===== src/rtl/uart_pkg.sv =====
// ----------------------------------------------------------------------------
// uart_pkg
// Shared types and constants for the UART transmit scheduler.
//   tx_sched_state_e : scheduler/serializer FSM states
//   UART_IDLE_LEVEL  : level of the serial line when no frame is on it
// ----------------------------------------------------------------------------
package uart_pkg;

  typedef enum logic [1:0] {
    IDLE  = 2'd0,
    START = 2'd1,
    DATA  = 2'd2,
    STOP  = 2'd3
  } tx_sched_state_e;

  localparam logic UART_IDLE_LEVEL = 1'b1;

endpackage


===== src/rtl/rr_arbiter.sv =====
// ----------------------------------------------------------------------------
// rr_arbiter
// Purely combinational round-robin arbiter. The search starts at
// pointer+1 and wraps modulo N; the first asserted request wins.
// Ports:
//   req     in  N          request vector
//   pointer in  clog2(N)   index of the last winner
//   gnt     out N          one-hot grant (all zero when no request)
//   gnt_idx out clog2(N)   encoded index of the winner (0 when none)
// ----------------------------------------------------------------------------
module rr_arbiter #(
  parameter int N = 4
) (
  input  logic [N-1:0]         req,
  input  logic [$clog2(N)-1:0] pointer,
  output logic [N-1:0]         gnt,
  output logic [$clog2(N)-1:0] gnt_idx
);

  localparam int IDX_W = $clog2(N);

  always_comb begin : search
    int   cand;
    logic found;
    gnt     = '0;
    gnt_idx = '0;
    found   = 1'b0;
    cand    = 0;
    // Offsets 1..N visit every requester exactly once, the pointer's own
    // slot last, so the previous winner has the lowest priority.
    for (int k = 1; k <= N; k++) begin
      cand = int'(pointer) + k;
      if (cand >= N) begin
        cand = cand - N;
      end
      if (!found && req[cand]) begin
        found     = 1'b1;
        gnt[cand] = 1'b1;
        gnt_idx   = IDX_W'(cand);
      end
    end
  end

endmodule


===== src/rtl/uart_tx_scheduler.sv =====
// ----------------------------------------------------------------------------
// uart_tx_scheduler
// Shares one 8N1 UART transmit line among NUM_REQ requesters. A round-robin
// arbiter picks a valid requester while idle; its byte is shifted out LSB
// first, each bit lasting SAMPLE strobes of sample_tick.
// Ports:
//   clk          in   system clock
//   reset        in   synchronous active-high reset
//   sample_tick  in   one-cycle strobe at SAMPLE x baud
//   req_valid    in   NUM_REQ         per-requester byte available
//   req_data     in   NUM_REQ*DATA_W  requester i at [i*DATA_W +: DATA_W]
//   req_ready    out  NUM_REQ         one-hot handshake, combinational
//   tx           out  registered serial line, idle high
//   busy         out  frame in progress (START/DATA/STOP)
//   grant_id     out  owner of the current or last frame
//   frame_done   out  one-cycle pulse after the stop bit completes
// ----------------------------------------------------------------------------
module uart_tx_scheduler
  import uart_pkg::*;
#(
  parameter int NUM_REQ = 4,
  parameter int DATA_W  = 8,
  parameter int SAMPLE  = 16
) (
  input  logic                       clk,
  input  logic                       reset,
  input  logic                       sample_tick,
  input  logic [NUM_REQ-1:0]         req_valid,
  input  logic [NUM_REQ*DATA_W-1:0]  req_data,
  output logic [NUM_REQ-1:0]         req_ready,
  output logic                       tx,
  output logic                       busy,
  output logic [$clog2(NUM_REQ)-1:0] grant_id,
  output logic                       frame_done
);

  localparam int IDX_W  = $clog2(NUM_REQ);
  localparam int TICK_W = $clog2(SAMPLE);
  localparam int BIT_W  = $clog2(DATA_W);

  localparam logic [TICK_W-1:0] TICK_LAST = TICK_W'(SAMPLE - 1);
  localparam logic [BIT_W-1:0]  BIT_LAST  = BIT_W'(DATA_W - 1);
  localparam logic [IDX_W-1:0]  PTR_RESET = IDX_W'(NUM_REQ - 1);

  tx_sched_state_e    state_q, state_d;
  logic [IDX_W-1:0]   ptr_q, ptr_d;
  logic [IDX_W-1:0]   grant_id_q, grant_id_d;
  logic [DATA_W-1:0]  shift_q, shift_d;
  logic [TICK_W-1:0]  tick_q, tick_d;
  logic [BIT_W-1:0]   bit_q, bit_d;
  logic               tx_q, tx_d;
  logic               frame_done_q, frame_done_d;

  logic [NUM_REQ-1:0] arb_gnt;
  logic [IDX_W-1:0]   arb_idx;
  logic               any_req;
  logic [DATA_W-1:0]  win_data;
  logic               bit_end;

  rr_arbiter #(
    .N (NUM_REQ)
  ) u_arb (
    .req     (req_valid),
    .pointer (ptr_q),
    .gnt     (arb_gnt),
    .gnt_idx (arb_idx)
  );

  assign any_req  = |req_valid;
  assign win_data = req_data[arb_idx*DATA_W +: DATA_W];
  // The last tick of a bit period: the counter wraps and the bit advances.
  assign bit_end  = sample_tick && (tick_q == TICK_LAST);

  always_ff @(posedge clk) begin
    if (reset) begin
      state_q      <= IDLE;
      ptr_q        <= PTR_RESET;
      grant_id_q   <= '0;
      shift_q      <= '0;
      tick_q       <= '0;
      bit_q        <= '0;
      tx_q         <= UART_IDLE_LEVEL;
      frame_done_q <= 1'b0;
    end else begin
      state_q      <= state_d;
      ptr_q        <= ptr_d;
      grant_id_q   <= grant_id_d;
      shift_q      <= shift_d;
      tick_q       <= tick_d;
      bit_q        <= bit_d;
      tx_q         <= tx_d;
      frame_done_q <= frame_done_d;
    end
  end

  always_comb begin
    state_d      = state_q;
    ptr_d        = ptr_q;
    grant_id_d   = grant_id_q;
    shift_d      = shift_q;
    tick_d       = tick_q;
    bit_d        = bit_q;
    tx_d         = tx_q;
    frame_done_d = 1'b0;
    req_ready    = '0;

    unique case (state_q)
      IDLE: begin
        // sample_tick is deliberately ignored here; the tick counter only
        // starts on the grant edge.
        tx_d = UART_IDLE_LEVEL;
        if (any_req) begin
          req_ready  = arb_gnt;
          state_d    = START;
          shift_d    = win_data;
          grant_id_d = arb_idx;
          ptr_d      = arb_idx;
          tick_d     = '0;
          bit_d      = '0;
          tx_d       = 1'b0;
        end
      end

      START: begin
        if (sample_tick) begin
          tick_d = tick_q + 1'b1;
        end
        if (bit_end) begin
          tick_d  = '0;
          bit_d   = '0;
          state_d = DATA;
          tx_d    = shift_q[0];
        end
      end

      DATA: begin
        if (sample_tick) begin
          tick_d = tick_q + 1'b1;
        end
        if (bit_end) begin
          tick_d = '0;
          if (bit_q == BIT_LAST) begin
            state_d = STOP;
            tx_d    = UART_IDLE_LEVEL;
          end else begin
            // Present the next bit in the same edge as the shift so tx
            // stays a pure register output.
            shift_d = shift_q >> 1;
            tx_d    = shift_d[0];
            bit_d   = bit_q + 1'b1;
          end
        end
      end

      STOP: begin
        if (sample_tick) begin
          tick_d = tick_q + 1'b1;
        end
        if (bit_end) begin
          tick_d       = '0;
          state_d      = IDLE;
          tx_d         = UART_IDLE_LEVEL;
          frame_done_d = 1'b1;
        end
      end

      default: begin
        state_d = IDLE;
        tx_d    = UART_IDLE_LEVEL;
      end
    endcase
  end

  assign tx         = tx_q;
  assign busy       = (state_q != IDLE);
  assign grant_id   = grant_id_q;
  assign frame_done = frame_done_q;

endmodule


===== config.mk =====
export PLATFORM = sky130hd
export DESIGN_NAME = uart_tx_scheduler
export DESIGN_NICKNAME = d
export VERILOG_FILES = /design/src/rtl/uart_pkg.sv /design/src/rtl/rr_arbiter.sv /design/src/rtl/uart_tx_scheduler.sv
export SDC_FILE = /design/constraint.sdc
export NUM_CORES = 1
export LEC_CHECK = 0
export BUFFER_PORTS_ARGS = -buffer_cell sky130_fd_sc_hd__buf_2
export CAP_MARGIN = 20
export CORE_MARGIN = 3
export CORE_UTILIZATION = 48
export DETAILED_ROUTE_END_ITERATION = 10
export PLACE_DENSITY = 0.8
export SLEW_MARGIN = 20
export SYNTH_ARGS = -nofsm -noshare
export SYNTH_HDL_FRONTEND = slang
export SYNTH_SLANG_ARGS = --single-unit

===== constraint.sdc =====
create_clock -name clk -period 2.9 [get_ports clk]
set_input_delay 0.725 -clock clk [delete_from_list [all_inputs] [get_ports clk]]
set_output_delay 0.725 -clock clk [all_outputs]
set_load 0.05 [all_outputs]

* Word-level counts from Yosys, hierarchy flattened
Cells that the tools add are included.
** Storage, ports and cells
- Bits in registers :: 23
- Output and inout port bits :: 9
** Operators by class
- Add/subtract/negate cells :: 10
- Order comparisons :: 12
- Equal/unequal tests :: 12
- Shift operators :: 1
- Multiplexer cells :: 63
- Bitwise operators :: 4
- Reductions and logical operators :: 24
** Operator list (number)
- 32-bit by 1-bit >= comparator with 1-bit output (second input constant) :: 4
- 32-bit by 4-bit >= comparator with 1-bit output (second input constant) :: 4
- 32-bit by 4-bit less-than comparator with 1-bit output (second input constant) :: 4
- 32-bit 2-to-1 mux :: 4
- 32-bit by 4-bit subtractor with 32-bit output (second input constant) :: 4
- 4-bit 2-to-1 mux :: 9
- 32-bit by 6-bit indexed part select with 8-bit output :: 1
- 8-bit 2-to-1 mux :: 3
- 1-bit 2-to-1 mux :: 21
- 2-bit 2-to-1 mux :: 9
- 8-bit one-hot mux with 2 select lines :: 1
- 3-bit 2-to-1 mux :: 4
- 2-bit != test (second input constant) :: 6
- 4-bit bitwise OR :: 3
- 5-bit AND reduction :: 2
- 3-bit one-hot mux with 3 select lines :: 1
- 1-bit binary-select mux with 2-bit select :: 4
- 1-bit demux with 2-bit select :: 4
- 1-bit logical AND :: 8
- 2-bit one-hot mux with 4 select lines :: 1
- 4-bit one-hot mux with 2 select lines :: 1
- 2-bit by 2-bit adder with 3-bit output (second input constant) :: 2
- 2-bit by 3-bit adder with 4-bit output (second input constant) :: 1
- 4-bit by 1-bit adder with 4-bit output (second input constant) :: 1
- 19 further kinds :: 24

* Logic depth before layout (Yosys ltp)
- Word-level depth :: 19
- Gate-level depth with buffers :: 12
- Depth with buffers taken out :: 8

* Cells and area by module
A second synthesis with hierarchy kept.
** Unflattened totals
- Cells, all modules :: 205
- Area, all modules :: 1918.1 µm²
** Modules (own cells, without submodules)
- uart_tx_scheduler :: times used 1, cells each 149, area an instance 1450.1 µm²
- rr_arbiter :: times used 1, cells each 56, area an instance 467.9 µm²

* Worst setup path before layout
Ideal clock, no wire load.
- Path type :: input-to-output
- Start point :: input port req_valid[2]
- End point :: output port req_ready[0]
- Arrival :: 2.744 ns
- Slack :: -0.569 ns
- Stages on the path :: 6
- Buffers on the path :: 1
- Path through :: buf_2 -> or3b_2 -> a211o_1 -> o21ai_0 -> a221oi_1 -> nor2_1
** Between the ends
- Longest elaborated chain between the ends :: 15
** RTL lines
- start, declared :: line uart_tx_scheduler.sv:28 : input logic [NUM_REQ-1:0] req_valid,
- 1-bit binary-select mux with 2-bit select :: line rr_arbiter.sv:36 : if (!found && req[cand]) begin
- 1-bit 2-to-1 mux (implied by the code) (2 in a row) :: line rr_arbiter.sv:36
- 1-bit 2-to-1 mux :: line rr_arbiter.sv:36
- 1-bit zero test :: line rr_arbiter.sv:36
- 1-bit logical AND :: line rr_arbiter.sv:36
- 1-bit 2-to-1 mux :: line rr_arbiter.sv:36
- 1-bit zero test :: line rr_arbiter.sv:36
- 1-bit logical AND :: line rr_arbiter.sv:36
- 1-bit 2-to-1 mux :: line rr_arbiter.sv:36
- 1-bit zero test :: line rr_arbiter.sv:36
- 1-bit logical AND :: line rr_arbiter.sv:36
- 4-bit 2-to-1 mux :: line rr_arbiter.sv:36
- 4-bit 2-to-1 mux (*) :: line uart_tx_scheduler.sv:112 : if (any_req) begin
- 4-bit 2-to-1 mux (*) :: line uart_tx_scheduler.sv:107 : unique case (state_q)
- end, declared :: line uart_tx_scheduler.sv:30 : output logic [NUM_REQ-1:0] req_ready,
Mark *: on every way between the ends. The rest lies on a longest branch, timed or not. The select of a mux whose other input is x is not followed.

* Final worst setup path
- Start point :: input port req_valid[3]
- End point :: output port req_ready[1]
The elaborated chain is that of the path after synthesis.

==> out/metrics.csv <==
stage;metric;value;unit
outcome;outcome;finished with violations;
outcome;failing checks;setup timing;
finish;commonest non-fill, non-tap cell in the layout;buf_2;
grt;first-pass GRT wire length;7548;µm
grt;largest net degree at the start of global routing;25;
drt;wire per inst;14.24;µm
worst_setup_path;critical path type;primary input to output pin;
synth;Synth Instances;222;
drt;drt pass-1 iters;4;
clock_network;maximum clock insertion buffer count;2;
grt;vias in the first global route;1866;
timing;worst-case clock skew;0.002992;ns
floorplanning;full die area;4648;µm²
finish;nets;342;
drt;1st-iter DRT viols;63;
worst_hold_path;Worst Hold Class;flop to flop;
timing;final hold violation count;0;
synth;FF+latch count, synth;23;
timing;RSZ-0062 raised after global routing;yes;
placed_design;gpl congestion;0.8248;
drt;Routed Antenna Nets;0;
synth;syn avg cell area;8.358;µm²
timing;Achievable Freq;0.3360;GHz
pwr;power consumption;2.866;mW
clock_network;Clock Pin Slew Worst Setup and Hold Paths;0.08;ns
synth;Post-synth EDFFs;0;
finish;most frequent cells in the layout;39 x buf_2, 25 x buf_4, 21 x dfxtp_1, 20 x nand2_1, 19 x nor2_1;
synth;syn_nets;276;
finish;share of post-route cells with drive strength above 1;37.63;%
placed_design;I/O Buffers;47;
floorplanning;Rows;21;
drt;Via density;5.733;
timing;minimum clock period;2.976;ns
synth;Most used DFF post-synth;dfxtp_1;
worst_setup_path;CP Launch Type;primary input;
pwr;Peak VDD IR;656.0;µV
timing;final setup margin;-0.07587;ns
floorplanning;IO Pins;48;
worst_setup_path;crit path max fanout;5;
timing;Setup Viol. Count Final;4;
synth;post-synth cell types;43;
placed_design;placed cells;323;
floorplanning;Die W;68.18;µm
synth;Post-synth ARST share;0;%
pwr;Pleak;1.112;nW
clock_network;clock root buffer;clkbuf_8;
finish;# diodes;0;
finish;area delta synth->final;38.71;%
grt;Tot GR Track Use;20.73;%
finish;# fillers;279;
timing;slew margin rel.;59.93;%
pwr;power density of the placed cells;1113;nW/µm²
timing;Max Transition Viols Final;0;
timing;Worst-Margin Slew;0.5971;ns
flow_run;max cap viols;0;
drt;DRC;0;
floorplanning;initial cell density of the core;52.70;%
synth;Ys Warns;0;
finish;Layout Utilization;73.10;%
worst_setup_path;WP data arrival;2.25;ns
placed_design;post-DP HPWL;3397;µm
synth;register area share after synthesis;24.81;%
timing;Hold WS;0.4754;ns
drt;final WL;4743;µm
worst_setup_path;CP Capture Type;output pin;
placed_design;DP Worst Slack;-0.08070;ns
clock_network;H-tree depth;1;
worst_setup_path;Critical Path RT;2.17;ns
clock_network;clk_lat worst skew;0.27;ns
floorplanning;Die H;68.18;µm
clock_network;Sink Count;23;
grt;GRT overflow;0;
clock_network;Num CTS Buffers;3;
grt;antenna violations before repair;0;
clock_network;CTS tree;built;
floorplanning;total core area;3521;µm²
finish;Finished Layout Cells;333;
timing;crit share post-route;102.6;%
synth;synthesized area;1856;µm²
drt;vias;1909;
[path summary, 6_finish.rpt]
kind / slack, ns / startpoint / cells past startpoint / endpoint
setup / recovery: -0.08 / req_valid[3] / 7 / req_ready[1]
hold / removal: 0.48 / bit_q[2] / 2 / bit_q[2]
setup reg to reg: 0.35 / ptr_q[0] / 9 / shift_q[0]
hold reg to reg: 0.48 / bit_q[2] / 2 / bit_q[2]
[what timing repair did]
item,in CTS,in global routing
cloned,1,0
hold buffers,0,0
setup buffers,3,3
pin swaps,2,13
endpoints found under the setup margin,4,4
resized for setup,10,23
[layer usage]
metal | track usage [%] | vias to the layer above | share of wire (%)
li1 | - | 961 | -
met1 | 23.38 | 890 | 42
met2 | 37.79 | 53 | 52
met3 | 3.777 | 5 | 4.5
met4 | 8.685 | 0 | 0.72
met5 | 0 | - | 0
[cell type report]
| class | instances | area (µm²) | area share (%) |
|---|---|---|---|
| tap | 46 | 57.56 | 2.236 |
| multi-input combinational | 176 | 1435 | 55.76 |
| clock buffer | 3 | 41.29 | 1.604 |
| timing repair buffer | 76 | 541.8 | 21.05 |
| inverter | 8 | 30.03 | 1.167 |
| sequential | 23 | 462.9 | 17.99 |
| clock inverter | 1 | 5.005 | 0.1945 |
[critical path: stages]
cell	delay [ns]
buf_8	0.10
or3b_4	0.36
a211o_1	0.33
o21ai_4	0.28
a221oi_2	0.14
nor2_4	0.15
buf_8	0.15
[state kept, by name, summed over array words and instances (netlist names)]
register,flops
tick_q,4
state_q,2
tx,1
grant_id,2
bit_q,3
ptr_q,2
frame_done,1
shift_q,8
[cells in the mapped netlist (2+ instances only)]
cell,instances,area (µm²)
nand4_1,10,62.56
nand2_1,20,75.07
nor2_1,25,93.84
ha_1,15,187.7
a21o_1,7,52.55
nor2b_1,5,31.28
mux2i_1,17,170.2
nand3b_1,2,15.01
buf_6,3,33.78
a211o_1,2,17.52
a211oi_1,3,22.52
a22oi_1,4,30.03
o221ai_1,7,61.31
dfxtp_1,23,460.4
o21ai_0,5,25.02
a21oi_1,10,50.05
nor3b_1,3,22.52
inv_1,8,30.03
mux4_2,3,67.56
mux2_2,3,33.78
nand3_1,4,20.02
a221oi_1,6,52.55
nor3_1,3,15.01
clkbuf_1,11,41.29
nand2b_1,4,25.02
and3b_1,2,17.52
[stage by stage]
step	TNS (ns)	instance area, µm²
floorplan	0	1953
global placement	-0.1680	2350
detailed placement	-0.2777	2350
CTS	-0.02956	2462
global route	-0.3280	2574
finish	-0.1372	2574
[logic make-up after synthesis]
kind of cell / share of synthesized area [%]
AND/OR/NAND/NOR: 22.39
XOR/XNOR: 0.4721
flip-flops: 24.81
adder cells (fa/ha/maj): 10.11
AO/OA/AOI/OAI: 21.24
buffers and inverters: 6.338
multiplexers: 14.63
[report_power, final]
part / total (mW) / switching, mW / internal [mW] / leakage (nW)
Sequential: 0.466 / 0.0551 / 0.411 / 0.188
Combinational: 2.20 / 1.22 / 0.973 / 0.898
Clock: 0.203 / 0.107 / 0.0961 / 0.0255
Total: 2.87 / 1.39 / 1.48 / 1.11
(Power assumes the default switching activity.)
